===== config.mk =====
export PLATFORM = sky130hd
export DESIGN_NAME = spi_cmd_rx_flat
export DESIGN_NICKNAME = d
export VERILOG_FILES = /design/src/rtl/spi_cmd_rx_pkg.sv /design/src/rtl/spi_cmd_rx_if.sv /design/src/rtl/byte_fifo.sv /design/src/rtl/spi_cmd_rx.sv /design/src/flat_wrapper.sv
export VERILOG_INCLUDE_DIRS = /design/src /design/src/rtl
export SDC_FILE = /design/constraint.sdc
export NUM_CORES = 1
export LEC_CHECK = 0
export CAP_MARGIN = 10
export CORE_ASPECT_RATIO = 0.9
export CORE_MARGIN = 8
export CORE_UTILIZATION = 64
export DETAILED_ROUTE_END_ITERATION = 8
export GPL_TIMING_DRIVEN = 0
export PLACE_DENSITY = 0.84
export SLEW_MARGIN = 20
export SYNTH_ARGS = -nofsm -noshare
export SYNTH_HDL_FRONTEND = slang
export SYNTH_HIERARCHICAL = 1
export SYNTH_SLANG_ARGS = --single-unit

===== constraint.sdc =====
create_clock -name clk -period 4.62 [get_ports clk]
set_input_delay 0.924 -clock clk [delete_from_list [all_inputs] [get_ports clk]]
set_output_delay 0.924 -clock clk [all_outputs]
set_load 0.01 [all_outputs]

===== src/rtl/spi.vh =====
// Shared SPI receiver constants: default FIFO depth, synchronizer depth and byte width.
`ifndef SPI_VH
`define SPI_VH
`define SPI_DEFAULT_FIFO_DEPTH 16
`define SPI_SYNC_STAGES        2
`define SPI_BYTE_W             8
`endif


===== src/rtl/spi_cmd_rx_pkg.sv =====
// Common types and constants for the SPI command receiver, sourced from spi.vh.
`include "spi.vh"

package spi_cmd_rx_pkg;
   localparam int DEFAULT_FIFO_DEPTH  = `SPI_DEFAULT_FIFO_DEPTH;
   localparam int DEFAULT_SYNC_STAGES = `SPI_SYNC_STAGES;
   localparam int BYTE_W              = `SPI_BYTE_W;

   typedef logic [BYTE_W-1:0]         byte_t;
   typedef logic [$clog2(BYTE_W)-1:0] bit_idx_t;

   localparam bit_idx_t LAST_BIT = bit_idx_t'(BYTE_W - 1);
endpackage


===== src/rtl/spi_cmd_rx_if.sv =====
// SPI pins plus the controller-side byte handshake of spi_cmd_rx.
interface spi_cmd_rx_if;
   import spi_cmd_rx_pkg::*;

   logic       spi_sck;
   logic       spi_cs_n;
   logic       spi_mosi;
   logic       spi_miso;
   byte_t      tx_byte;
   byte_t      in_byte;
   logic       in_valid;
   logic       next;
   logic       overflow;
   logic       rx_active;
   logic [7:0] ovf_count;

   // Device side.
   modport slave (
      input  spi_sck, spi_cs_n, spi_mosi, tx_byte, next,
      output spi_miso, in_byte, in_valid, overflow, rx_active, ovf_count
   );

   // Host plus controller side.
   modport master (
      output spi_sck, spi_cs_n, spi_mosi, tx_byte, next,
      input  spi_miso, in_byte, in_valid, overflow, rx_active, ovf_count
   );
endinterface


===== src/rtl/byte_fifo.sv =====
// Synchronous FIFO with wrap-around pointers and an occupancy counter; push and pop may coincide.
module byte_fifo #(
   parameter int WIDTH = 8,
   parameter int DEPTH = 16
) (
   input  logic                     clk,
   input  logic                     reset_n,
   input  logic                     push,
   input  logic                     pop,
   input  logic [WIDTH-1:0]         din,
   output logic [WIDTH-1:0]         dout,
   output logic                     empty,
   output logic                     full,
   output logic [$clog2(DEPTH):0]   count
);
   localparam int AW = $clog2(DEPTH);
   localparam int CW = AW + 1;

   logic [WIDTH-1:0] mem_q [DEPTH];
   logic [AW-1:0]    wr_ptr_q, rd_ptr_q;
   logic [CW-1:0]    count_q;
   logic             do_push, do_pop;

   assign empty   = (count_q == '0);
   assign full    = (count_q == CW'(DEPTH));
   assign count   = count_q;
   assign dout    = mem_q[rd_ptr_q];
   assign do_pop  = pop & ~empty;
   // A full FIFO still accepts a push when the head leaves in the same cycle.
   assign do_push = push & (~full | do_pop);

   // NOTE: storage has no reset; only pointers and count define what is valid.
   always_ff @(posedge clk) begin
      if (do_push) mem_q[wr_ptr_q] <= din;
   end

   always_ff @(posedge clk or negedge reset_n) begin
      if (!reset_n) begin
         wr_ptr_q <= '0;
         rd_ptr_q <= '0;
         count_q  <= '0;
      end else begin
         if (do_push) wr_ptr_q <= wr_ptr_q + AW'(1);
         if (do_pop)  rd_ptr_q <= rd_ptr_q + AW'(1);
         case ({do_push, do_pop})
            2'b10:   count_q <= count_q + CW'(1);
            2'b01:   count_q <= count_q - CW'(1);
            default: count_q <= count_q;
         endcase
      end
   end
endmodule


===== src/rtl/spi_cmd_rx.sv =====
// SPI mode-0 slave receiver: synchronizes host pins, assembles bytes into a FIFO, shifts tx_byte out on MISO.
// Define SPI_CMD_RX_OVF_COUNT_EN to build the saturating dropped-byte counter on ovf_count.
module spi_cmd_rx
   import spi_cmd_rx_pkg::*;
#(
   parameter int FIFO_DEPTH  = DEFAULT_FIFO_DEPTH,
   parameter int SYNC_STAGES = DEFAULT_SYNC_STAGES
) (
   input  logic         clk,
   input  logic         reset_n,
   spi_cmd_rx_if.slave  bus
);
   localparam int CW = $clog2(FIFO_DEPTH) + 1;

   logic [SYNC_STAGES-1:0] sck_sync_q, mosi_sync_q, cs_sync_q;
   logic                   sck_prev_q, cs_prev_q;
   logic                   sck_s, mosi_s, cs_s;
   logic                   sck_rise, sck_fall, cs_fall, sel;

   bit_idx_t bit_cnt_q, bit_cnt_d;
   byte_t    rx_q, rx_d;
   byte_t    tx_q, tx_d;
   byte_t    rx_byte;
   logic     push;
   logic     overflow_q, overflow_d;
   logic     drop;

   byte_t         fifo_dout;
   logic          fifo_empty, fifo_full;
   logic [CW-1:0] fifo_count;

   assign sck_s  = sck_sync_q[SYNC_STAGES-1];
   assign mosi_s = mosi_sync_q[SYNC_STAGES-1];
   assign cs_s   = cs_sync_q[SYNC_STAGES-1];

   assign sck_rise = sck_s & ~sck_prev_q;
   assign sck_fall = ~sck_s & sck_prev_q;
   assign cs_fall  = ~cs_s & cs_prev_q;
   assign sel      = ~cs_s;
   assign rx_byte  = {rx_q[BYTE_W-2:0], mosi_s};

   // NOTE: every variable driven here gets a default first so no latch is inferred.
   always_comb begin
      bit_cnt_d = bit_cnt_q;
      rx_d      = rx_q;
      tx_d      = tx_q;
      push      = 1'b0;

      if (!sel) begin
         bit_cnt_d = '0;
         rx_d      = '0;
      end else if (sck_rise) begin
         bit_cnt_d = bit_cnt_q + bit_idx_t'(1);
         rx_d      = rx_byte;
         push      = (bit_cnt_q == LAST_BIT);
      end

      // The falling edge right after a byte boundary must not shift away the freshly loaded MSB.
      if (cs_fall || push) begin
         tx_d = bus.tx_byte;
      end else if (sel && sck_fall && bit_cnt_q != '0) begin
         tx_d = {tx_q[BYTE_W-2:0], 1'b0};
      end
   end

   assign drop       = push & fifo_full & ~bus.next;
   assign overflow_d = overflow_q | drop;

   // NOTE: state updates use non-blocking assignments so all flops sample pre-edge values.
   always_ff @(posedge clk or negedge reset_n) begin
      if (!reset_n) begin
         sck_sync_q  <= '0;
         mosi_sync_q <= '0;
         cs_sync_q   <= '1;
         sck_prev_q  <= 1'b0;
         cs_prev_q   <= 1'b1;
         bit_cnt_q   <= '0;
         rx_q        <= '0;
         tx_q        <= '0;
         overflow_q  <= 1'b0;
      end else begin
         sck_sync_q  <= {sck_sync_q[SYNC_STAGES-2:0], bus.spi_sck};
         mosi_sync_q <= {mosi_sync_q[SYNC_STAGES-2:0], bus.spi_mosi};
         cs_sync_q   <= {cs_sync_q[SYNC_STAGES-2:0], bus.spi_cs_n};
         sck_prev_q  <= sck_s;
         cs_prev_q   <= cs_s;
         bit_cnt_q   <= bit_cnt_d;
         rx_q        <= rx_d;
         tx_q        <= tx_d;
         overflow_q  <= overflow_d;
      end
   end

   byte_fifo #(
      .WIDTH (BYTE_W),
      .DEPTH (FIFO_DEPTH)
   ) u_fifo (
      .clk     (clk),
      .reset_n (reset_n),
      .push    (push),
      .pop     (bus.next),
      .din     (rx_byte),
      .dout    (fifo_dout),
      .empty   (fifo_empty),
      .full    (fifo_full),
      .count   (fifo_count)
   );

   assign bus.in_valid  = (fifo_count != '0);
   assign bus.in_byte   = fifo_empty ? '0 : fifo_dout;
   assign bus.overflow  = overflow_q;
   assign bus.rx_active = sel;
   assign bus.spi_miso  = sel ? tx_q[BYTE_W-1] : 1'b0;

`ifdef SPI_CMD_RX_OVF_COUNT_EN
   logic [7:0] ovf_cnt_q, ovf_cnt_d;

   always_comb begin
      ovf_cnt_d = ovf_cnt_q;
      if (drop && ovf_cnt_q != 8'hFF) ovf_cnt_d = ovf_cnt_q + 8'd1;
   end

   always_ff @(posedge clk or negedge reset_n) begin
      if (!reset_n) ovf_cnt_q <= '0;
      else          ovf_cnt_q <= ovf_cnt_d;
   end

   assign bus.ovf_count = ovf_cnt_q;
`else
   assign bus.ovf_count = '0;
`endif
endmodule

===== src/flat_wrapper.sv =====
// flat-port wrapper written by rule: the top's interface ports become plain ports
module spi_cmd_rx_flat import spi_cmd_rx_pkg::*;
#(
   parameter int FIFO_DEPTH  = DEFAULT_FIFO_DEPTH,
   parameter int SYNC_STAGES = DEFAULT_SYNC_STAGES
)
  (clk, reset_n, bus_spi_sck, bus_spi_cs_n, bus_spi_mosi, bus_tx_byte, bus_next, bus_spi_miso, bus_in_byte, bus_in_valid, bus_overflow, bus_rx_active, bus_ovf_count);
  spi_cmd_rx_if bus_i ();
  input  logic clk;
  input  logic reset_n;
  input wire logic [$bits(bus_i.spi_sck)-1:0] bus_spi_sck;
  input wire logic [$bits(bus_i.spi_cs_n)-1:0] bus_spi_cs_n;
  input wire logic [$bits(bus_i.spi_mosi)-1:0] bus_spi_mosi;
  input wire logic [$bits(bus_i.tx_byte)-1:0] bus_tx_byte;
  input wire logic [$bits(bus_i.next)-1:0] bus_next;
  output wire logic [$bits(bus_i.spi_miso)-1:0] bus_spi_miso;
  output wire logic [$bits(bus_i.in_byte)-1:0] bus_in_byte;
  output wire logic [$bits(bus_i.in_valid)-1:0] bus_in_valid;
  output wire logic [$bits(bus_i.overflow)-1:0] bus_overflow;
  output wire logic [$bits(bus_i.rx_active)-1:0] bus_rx_active;
  output wire logic [$bits(bus_i.ovf_count)-1:0] bus_ovf_count;
  assign bus_i.spi_sck = bus_spi_sck;
  assign bus_i.spi_cs_n = bus_spi_cs_n;
  assign bus_i.spi_mosi = bus_spi_mosi;
  assign bus_i.tx_byte = bus_tx_byte;
  assign bus_i.next = bus_next;
  assign bus_spi_miso = bus_i.spi_miso;
  assign bus_in_byte = bus_i.in_byte;
  assign bus_in_valid = bus_i.in_valid;
  assign bus_overflow = bus_i.overflow;
  assign bus_rx_active = bus_i.rx_active;
  assign bus_ovf_count = bus_i.ovf_count;
  spi_cmd_rx #(.FIFO_DEPTH(FIFO_DEPTH), .SYNC_STAGES(SYNC_STAGES)) u_core (.clk(clk), .reset_n(reset_n), .bus(bus_i));
endmodule

==> impl_metrics.toml <==
[clock_network]
holdBufCountCts = 0
cts_root_buf = "sky130_fd_sc_hd__clkbuf_16"
clock_sinks = 168
clk_latency_ns = 0.42
clk_pin_slew_worst_paths_ns = 0.06
cts-root-to-sink-buffers = 2
cts_made_buffers = 17
postCtsSetupRepairBufs = 0
cts_tree = "built"
cts_max_level = 4
cts_repair_resize_count = 0

[die]
coreArea_um2 = 10860
die_area_um2 = 14790
start_util_pct = 65.76
die_width_um = 127.3
pin_count = 34
number_of_standard_cell_rows_in_the_floorplan = 36
die_y_um = 116.2

[routing]
routed_via_density = 6.127
wl_um = 14750
router_iterations_before_antenna_repair = 5
top_layer_used = "met4"
routed-wl-met2_um = 7522
dr.first_iter.drc_count = 335
wire_per_inst_um = 22.28
wl_met3_um = 920
wl_met1_um = 5809
antenna_violating_nets_post_route = 0
route.detailed.drc = 0
routed-via-count = 4056

[setup_path]
crit_path_cell_trace = "clkbuf_1 -> clkbuf_1 -> mux4_2 -> a22oi_1 -> nand2_1 -> nor2b_1 -> clkdlybuf4s50_1"
worst-r2r-cell-count = 13
startpoint_of_the_worst_slack_reg_to_reg_timing_path = "u_core/bit_cnt_q[0]$_DFFE_PN0P_"
worst-setup-path-type = "reg -> out"
critPathMaxFanout = 10
worst_reg2reg_path_endpoint = "u_core/u_fifo/count[4]$_DFFE_PN0P_"
path_common_cell = "sky130_fd_sc_hd__clkbuf_1"
cell_with_the_biggest_individual_delay_on_the_critical_path = "sky130_fd_sc_hd__clkbuf_1"
worst-endpoint-arrival_ns = 3.24
worstPathBufferInverterCount = 3
crit_required_ns = 3.70
worst-r2r-setup-slack_ns = 1.57
critPathMaxStageDelay_ns = 0.64
end_kind = "output pin"
crit_path_start_kind = "flop"
critical-path-top-delay-family = "buffers and inverters"

[sta]
final-setup-viol-count = 0
setup_tns_ns = 0
final_hold_viol_count = 0
post-route-period-util_pct = 90.12
timing.final.crit_period_ns = 4.163
worst-slew-pin-transition_ns = 0.8828
slew_violations = 0
clock.fmax_mhz = 240.2
max_slew_margin_pct = 40.93
grt_setup_unrepaired = "false"
finClkSkew_ns = 0.01103

[finish]
layout.nets = 523
final_core_utilization_pct = 76.53
layout.cells.non_filler = 662
flow.area_growth_from_synthesis_pct = 16.39
layout_cell_share_with_drive_strength_beyond_1_pct = 20.20
antenna_cells_inserted = 0

[worst_hold_path]
hold_path_depth = 0
timing.hold.worst_endpoint = "u_core/mosi_sync_q[1]$_DFF_PN0_"
hold_start = "u_core/mosi_sync_q[0]$_DFF_PN0_"
timing.hold.worst.class = "reg -> reg"

[synthesis]
count_of_state_elements_after_synthesis = 168
ys_async_sr_fraction_pct = 23.81
synth-warning-count = 6
synth_most_common_cell = "sky130_fd_sc_hd__edfxtp_1"
yosysTopAreaCell = "sky130_fd_sc_hd__edfxtp_1"
synth_ff_type = "sky130_fd_sc_hd__edfxtp_1"
sequential_area_share_after_synthesis_pct = 67.92
netlist.area_leader.share_pct = 53.85
synth.cell_area_um2 = 7138
synth_cell_types = 55
synth_enable_flop_cells = 128
synth_top_cells_by_count = "128 x sky130_fd_sc_hd__edfxtp_1, 39 x sky130_fd_sc_hd__nand2_1, 37 x sky130_fd_sc_hd__dfrtp_1, 32 x sky130_fd_sc_hd__mux4_2, 19 x sky130_fd_sc_hd__a21oi_1"
netlist_instances = 445
synth_top_cells_by_area = "sky130_fd_sc_hd__edfxtp_1 54%, sky130_fd_sc_hd__dfrtp_1 13%, sky130_fd_sc_hd__mux4_2 10%, sky130_fd_sc_hd__nand2_1 2.1%, sky130_fd_sc_hd__ha_1 1.9%"
syn_area_per_cell_um2 = 16.04

[power]
power.share.combinational_pct = 30.7
switch_pwr_mw = 1.346
irDropWorstVdd_v = 0.0004446
power_per_cell_area_nw_per_um2 = 568.7
power_switching_share_pct = 28.48
leakage_nw = 2.941
p_seq_share_pct = 37.0
power.share.clock_pct = 32.3
intPower_mw = 3.379

[place]
port-buffer-count = 25
detailed_place_hpwl_um = 9048
placed_cells_incl_taps = 630
gp_congestion = 0.7994

[global_route]
total_overflow_reported_by_the_global_router = 0
globalRouteTotalUtil_pct = 21.28
via_count_of_the_first_global_routing_pass = 4182
wire_length_of_the_first_global_routing_pass_um = 23000
grt_antenna_before_repair = 0
grt_start_max_net_pins = 22

[status]
run_status = "finished clean"

[run]
drv.max_cap_violation_count = 0
-- layout make-up --
cell class | instances | area (µm²)
Sequential cell | 168 | 4848
Fill cell | 620 | 2547
Multi-Input combinational cell | 240 | 2110
Clock buffer | 17 | 425.4
Timing Repair Buffer | 26 | 272.8
Clock inverter | 15 | 225.2
Buffer | 32 | 191.4
Tap cell | 152 | 190.2
Inverter | 12 | 45.04
-- through the flow --
| step | cell area, µm² | hold WS, ns | power (mW) | setup slack [ns] |
|---|---|---|---|---|
| finish | 8308 | 0.3480 | 4.724 | 0.4566 |
| global placement | 7605 | 0.3345 | 3.161 | 0.9437 |
| floorplan | 7164 | 0.3312 | 2.730 | 1.753 |
| global route | 8308 | 0.3557 | 4.930 | 0.3560 |
| detailed placement | 7657 | 0.3356 | 3.211 | 0.9236 |
| CTS | 8308 | 0.3495 | 4.758 | 0.4567 |
-- cell usage in the layout, fill, tap and decap left out, types with 2 or more instances in the layout --
cell,count
sky130_fd_sc_hd__a21o_1,2
sky130_fd_sc_hd__a21oi_1,19
sky130_fd_sc_hd__a22o_1,2
sky130_fd_sc_hd__a22oi_1,16
sky130_fd_sc_hd__a31oi_1,8
sky130_fd_sc_hd__and2_1,2
sky130_fd_sc_hd__buf_1,3
sky130_fd_sc_hd__buf_2,8
sky130_fd_sc_hd__buf_4,9
sky130_fd_sc_hd__buf_6,3
sky130_fd_sc_hd__bufinv_16,5
sky130_fd_sc_hd__clkbuf_1,8
sky130_fd_sc_hd__clkbuf_16,17
sky130_fd_sc_hd__clkdlybuf4s50_1,24
sky130_fd_sc_hd__clkinv_1,2
sky130_fd_sc_hd__clkinv_4,4
sky130_fd_sc_hd__clkinvlp_4,2
sky130_fd_sc_hd__conb_1,8
sky130_fd_sc_hd__dfrtp_1,37
sky130_fd_sc_hd__dfstp_2,3
sky130_fd_sc_hd__edfxtp_1,128
sky130_fd_sc_hd__ha_1,11
sky130_fd_sc_hd__inv_1,10
sky130_fd_sc_hd__inv_2,2
sky130_fd_sc_hd__inv_6,2
sky130_fd_sc_hd__mux2_4,2
sky130_fd_sc_hd__mux4_2,32
sky130_fd_sc_hd__nand2_1,39
sky130_fd_sc_hd__nand2b_1,8
sky130_fd_sc_hd__nand3_1,5
sky130_fd_sc_hd__nor2_1,17
sky130_fd_sc_hd__nor2b_1,13
sky130_fd_sc_hd__nor3_1,2
sky130_fd_sc_hd__nor3_2,6
sky130_fd_sc_hd__o31ai_1,7
sky130_fd_sc_hd__or4b_1,7
sky130_fd_sc_hd__xnor2_1,10
-- how the worst max path moves through the flow --
stage | endpoint | from | slack, ns | cells past startpoint
2_1_floorplan | u_core/u_fifo/count[4]$_DFFE_PN0P_ | bus_next | 1.75 | 8
3_3_place_gp | u_core/u_fifo/count[4]$_DFFE_PN0P_ | bus_next | 0.94 | 9
3_5_place_dp | u_core/u_fifo/count[4]$_DFFE_PN0P_ | bus_next | 0.92 | 9
4_1_cts | bus_in_byte[5] | u_core/u_fifo/rd_ptr_q[1]$_DFFE_PN0N_ | 0.46 | 7
5_1_grt | bus_in_byte[5] | u_core/u_fifo/rd_ptr_q[1]$_DFFE_PN0N_ | 0.36 | 7
6_report | bus_in_byte[1] | u_core/u_fifo/rd_ptr_q[1]$_DFFE_PN0N_ | 0.46 | 7
-- flip-flops by register name (all words and copies together) (netlist names) --
signal / flops
u_core/bit_cnt_q: 3
u_core/cs_prev_q: 1
u_core/u_fifo/count: 5
u_core/cs_sync_q: 2
u_core/sck_prev_q: 1
u_core/u_fifo/mem_q: 128
u_core/u_fifo/wr_ptr_q: 4
u_core/bus.overflow: 1
u_core/mosi_sync_q: 2
u_core/rx_q: 7
u_core/tx_q: 8
u_core/sck_sync_q: 2
u_core/u_fifo/rd_ptr_q: 4
-- power groups by stage --
stage	Clock [mW]	Combinational (mW)	Sequential [mW]
2_1_floorplan	0	0.979	1.75
3_3_place_gp	0	1.39	1.77
3_5_place_dp	0	1.44	1.77
4_1_cts	1.55	1.46	1.74
5_1_grt	1.61	1.57	1.75
6_report	1.53	1.45	1.75
-- cells by family (layout without fill, tap and decap cells) --
logic type | count (synthesis) | in the layout | synth area share [%]
buffers and inverters | 44 | 102 | 3.313
other | 1 | 8 | 0.05254
AOI/OAI and AO/OA | 64 | 64 | 6.100
and+or+nand+nor | 108 | 108 | 7.923
xor gates and xnor gates | 11 | 11 | 1.350
adders and majority gates | 12 | 12 | 2.209
muxes | 37 | 37 | 11.13
DFF | 168 | 168 | 67.92
-- per-layer routing --
layer	up-vias	track usage [%]
met5	-	0
met4	0	8.868
met3	32	5.157
met2	171	36.21
met1	2061	25.87
li1	1792	-
No activity file was read; power rests on OpenSTA's default activity.
==> edit 1 (same settings) <==
`SPI_BYTE_W`: 8 -> 4.
--- a/src/rtl/spi.vh
+++ b/src/rtl/spi.vh
@@ -4,5 +4,5 @@
 `define SPI_DEFAULT_FIFO_DEPTH 16
 `define SPI_SYNC_STAGES        2
-`define SPI_BYTE_W             8
+`define SPI_BYTE_W             4
 `endif
 
Ports: changed (resized bus_in_byte and bus_tx_byte); port bits go from 34 to 26. The function was not compared with the original's and may differ.
==> edit 1 against the original RTL <==
Synthesized area fell by 41%; non-clock buffer count down 24; critical path depth is the same; worst setup slack better by 190 ps; via count is 44% lower; routed wire length is 50% lower; cell area is 43% lower; clock skew about the same; sequential cell count down 73; combinational power fell by 48%; power shrank 51%; register-to-register slack better by 90 ps; sequential share of layout area shrank 1.5 points; core utilization down 3.2 points.
==> edit 1: results (changes against the original RTL) <==
GRT
  – Met2 usage: 0.274 (-0.0883)
  – M3 GR Usage: 0.0453 (-0.00629)
  – Met1 Usage GRT: 0.224 (-0.0350)
  – Largest net degree at the start of global routing: 32 (+45%)

Synth
  – Adder-cell share of the synthesized area: 0.0342 (+0.0121)
  – Synthesized-area fraction occupied by xor and xnor cells: 0.0227 (+0.00921)
  – Synth Area in Compound Gates: 0.0501 (-0.0109)
  – Seq/Total Area, Yosys: 0.637 (-0.0425)
  – Top cells by area, synth: edfxtp_1 45%, dfrtp_1 17%, mux4_2 8.5%
  – Post-synth EDFFs: 64 (-50%)
  – Commonest cells post-synth: 64 x edfxtp_1, 28 x dfrtp_1, 16 x mux4_2, 15 x nor2_1, 14 x and2_1

Route
  – Met2 Routed Length: 3650 um (-51%)
  – DRT met1 WL: 3100 um (-47%)
  – Drt pass-1 iters: 4 (-1)
  – Iteration-0 DRC Markers: 128 (-62%)

Worst setup path
  – Reg2reg start: u_core/bit_cnt_q[1]
  – R2r worst-path depth: 11 (-2)
  – Critical Path Max Stage Delay: 530 ps (-110 ps)
  – R2r setup slk: 1660 ps (+90 ps)

Finish
  – Layout Nets: 331 (-37%)
  – Number of signal-net buffers in the layout: 34 (-41%)
  – Inverter count: 11 (-1)
  – Area taken by multi-input logic gates: 1410 sq um (-33%)
  – Seq cells: 95 (-43%)
  – Sequential Area: 2700 sq um (-44%)

Clock network
  – Clock transition at the registers of the reported paths: 90 ps (+30 ps)
  – Num CTS Buffers: 9 (-8)
  – CTS Root Cell: clkbuf_8
  – Skew-Pair Late Insertion Delay: 360 ps (-60 ps)

Placed design
  – Port bufs: 17 (-32%)
  – Pre-CTS worst setup slack: 994 ps (+70.8 ps)
  – DP HPWL: 5070 um (-44%)

STA
  – Clock skew: 10.9 ps (-0.143 ps)

Run status
  – Status: complete, no violations

Power
  – Worst VDD drop: 0.320 mV (-28%)
-- edit 1: worst max-delay path by stage --
stage               slack, ps              to                      start
floorplan                1920  bus_in_byte[2]  u_core/u_fifo/rd_ptr_q[0]
global route              500  bus_in_byte[3]  u_core/u_fifo/rd_ptr_q[1]
detailed placement        990  bus_in_byte[2]  u_core/u_fifo/rd_ptr_q[1]
CTS                       600  bus_in_byte[2]  u_core/u_fifo/rd_ptr_q[1]
global placement         1040  bus_in_byte[2]  u_core/u_fifo/rd_ptr_q[1]
finish                    640  bus_in_byte[2]  u_core/u_fifo/rd_ptr_q[1]
-- edit 1: per-stage QoR --
stage | std cells | instance area [sq um] | hold slack [ps]
finish | 405 | 4750 | 356
global route | 405 | 4750 | 360
CTS | 405 | 4750 | 359
detailed placement | 389 | 4550 | 337
global placement | 389 | 4550 | 334
floorplan | 282 | 4270 | 331
-- edit 1: power by group --
part           leakage, nW  switching, W  internal (W)
Sequential           0.949     0.0000670      0.000958
Combinational        0.720      0.000360      0.000389
Clock               0.0969      0.000296      0.000260
==> edit 2 (same settings) <==
Made on the original files. One comparison of `count_q` changes from == to >=.
--- a/src/rtl/byte_fifo.sv
+++ b/src/rtl/byte_fifo.sv
@@ -23,5 +23,5 @@
 
    assign empty   = (count_q == '0);
-   assign full    = (count_q == CW'(DEPTH));
+   assign full    = (count_q >= CW'(DEPTH));
    assign count   = count_q;
    assign dout    = mem_q[rd_ptr_q];
Behaviour: no difference found for any inputs over 10 cycles, from zero or initial values and one cycle with reset_n low; that may be too few to reach the edited logic, so the function may still have changed.
==> edit 2 against the original RTL <==
Count of clock-buffer cells in the layout unchanged; die area down 0.15%; routed wire length up 2.3%; first-iteration DRC count up 36%; synthesized area down 0.18%; cell area down 1.5%; sequential cell count unchanged; power down 11%; worst setup slack better by 220 ps; core utilization down 1.2 points; critical endpoint is now bus_in_byte[7].
==> edit 2: results (changes against the original RTL) <==
Run status
  – Status: complete, no violations

GRT
  – Tot GR Track Use: 0.214 (+0.00107)
  – Largest net degree at the start of global routing: 26 (+18%)
  – Vias in the first global route: 4162 (-0.48%)
  – First-pass GRT wire length: 23100 um (+0.54%)

Power
  – Worst VDD drop: 0.369 mV (-17%)

Placed design
  – DP HPWL: 9530 um (+5.3%)
  – Pre-CTS worst setup slack: 916 ps (-7.48 ps)

Synth
  – Commonest cells post-synth: 128 x edfxtp_1, 37 x dfrtp_1, 34 x nand2_1, 26 x a21oi_1, 25 x mux2i_1
  – Top cells by area, synth: edfxtp_1 54%, dfrtp_1 13%, mux4_2 5.1%
  – Seq/Total Area, Yosys: 0.680 (+0.00119)
  – Unique masters post-synth: 50 (-9.1%)

Worst setup path
  – Critical Path Slowest Stage Cell: clkdlybuf4s50_1
  – Critical Path AT: 3010 ps (-230 ps)
  – CP startpoint: u_core/u_fifo/rd_ptr_q[0]
  – R2r setup slk: 1210 ps (-360 ps)
  – Critical Path Max Stage Delay: 500 ps (-140 ps)
  – CP Capture Point: bus_in_byte[7]

Route
  – Iteration-0 DRC Markers: 455 (+36%)
  – Vias post-DR: 4198 (+3.5%)

Finish
  – Final core utilization: 0.754 (-0.0115)
  – Layout Nets: 549 (+5.0%)
  – Fillcell total: 646 (+4.2%)
  – Layout cells sized above 1: 0.183 (-0.0188)

STA
  – Clock skew: 9.14 ps (-1.89 ps)
  – Hold slack: 355 ps (+7.16 ps)
  – Max_slew headroom: 0.423 (+0.0134)
## edit 2: stage by stage
stage          std cells  power (W)
2_1_floorplan        473    0.00255
3_3_place_gp         650    0.00291
3_5_place_dp         655    0.00296
4_1_cts              687    0.00423
5_1_grt              687    0.00439
6_report             687    0.00421
## edit 2: final cells by class
cell class | count | area share
repair buffers | 30 | 0.0352
inverters | 17 | 0.00780
plain buffers | 36 | 0.0274
clock inverters | 15 | 0.0125
clock buffers | 17 | 0.0520
multi-input cells | 252 | 0.249
well taps | 152 | 0.0232
flip-flops and latches | 168 | 0.593
## edit 2: where the power goes
group / internal (W) / switching (W)
Clock: 0.000685 / 0.000575
Combinational: 0.000569 / 0.000645
Sequential: 0.00167 / 0.0000641
## edit 2: worst register-to-register path: stages (launching register included)
cell and delay, ps:
dfrtp_1 410, ha_1 210, ha_1 180, nand4bb_1 100, buf_4 180, inv_2 50
o21a_1 90, buf_2 170, inv_1 270, ha_1 280, inv_1 110, fa_1 420
nor2b_1 130, o21ai_0 100, nand3_1 100, or3b_1 370, xnor2_1 140
## edit 2: cell families (layout without fill, tap and decap cells)
kind of cell	Yosys count	after routing	share of synthesized area
simple gates	89	89	0.0701
other cells	1	8	0.000526
xor+xnor	11	11	0.0135
compound gates	80	80	0.0687
flops	168	168	0.680
buf+inv	53	115	0.0404
mux	51	51	0.103
fa+ha+maj	13	13	0.0239
## edit 2: metal layers
layer	global-route usage	share of wire	vias to the layer above	wire [um]
li1	-	-	1849	-
met1	0.264	0.40	2139	6090
met2	0.348	0.50	183	7580
met3	0.0675	0.075	27	1140
met4	0.0847	0.019	0	290
met5	0	0	-	0
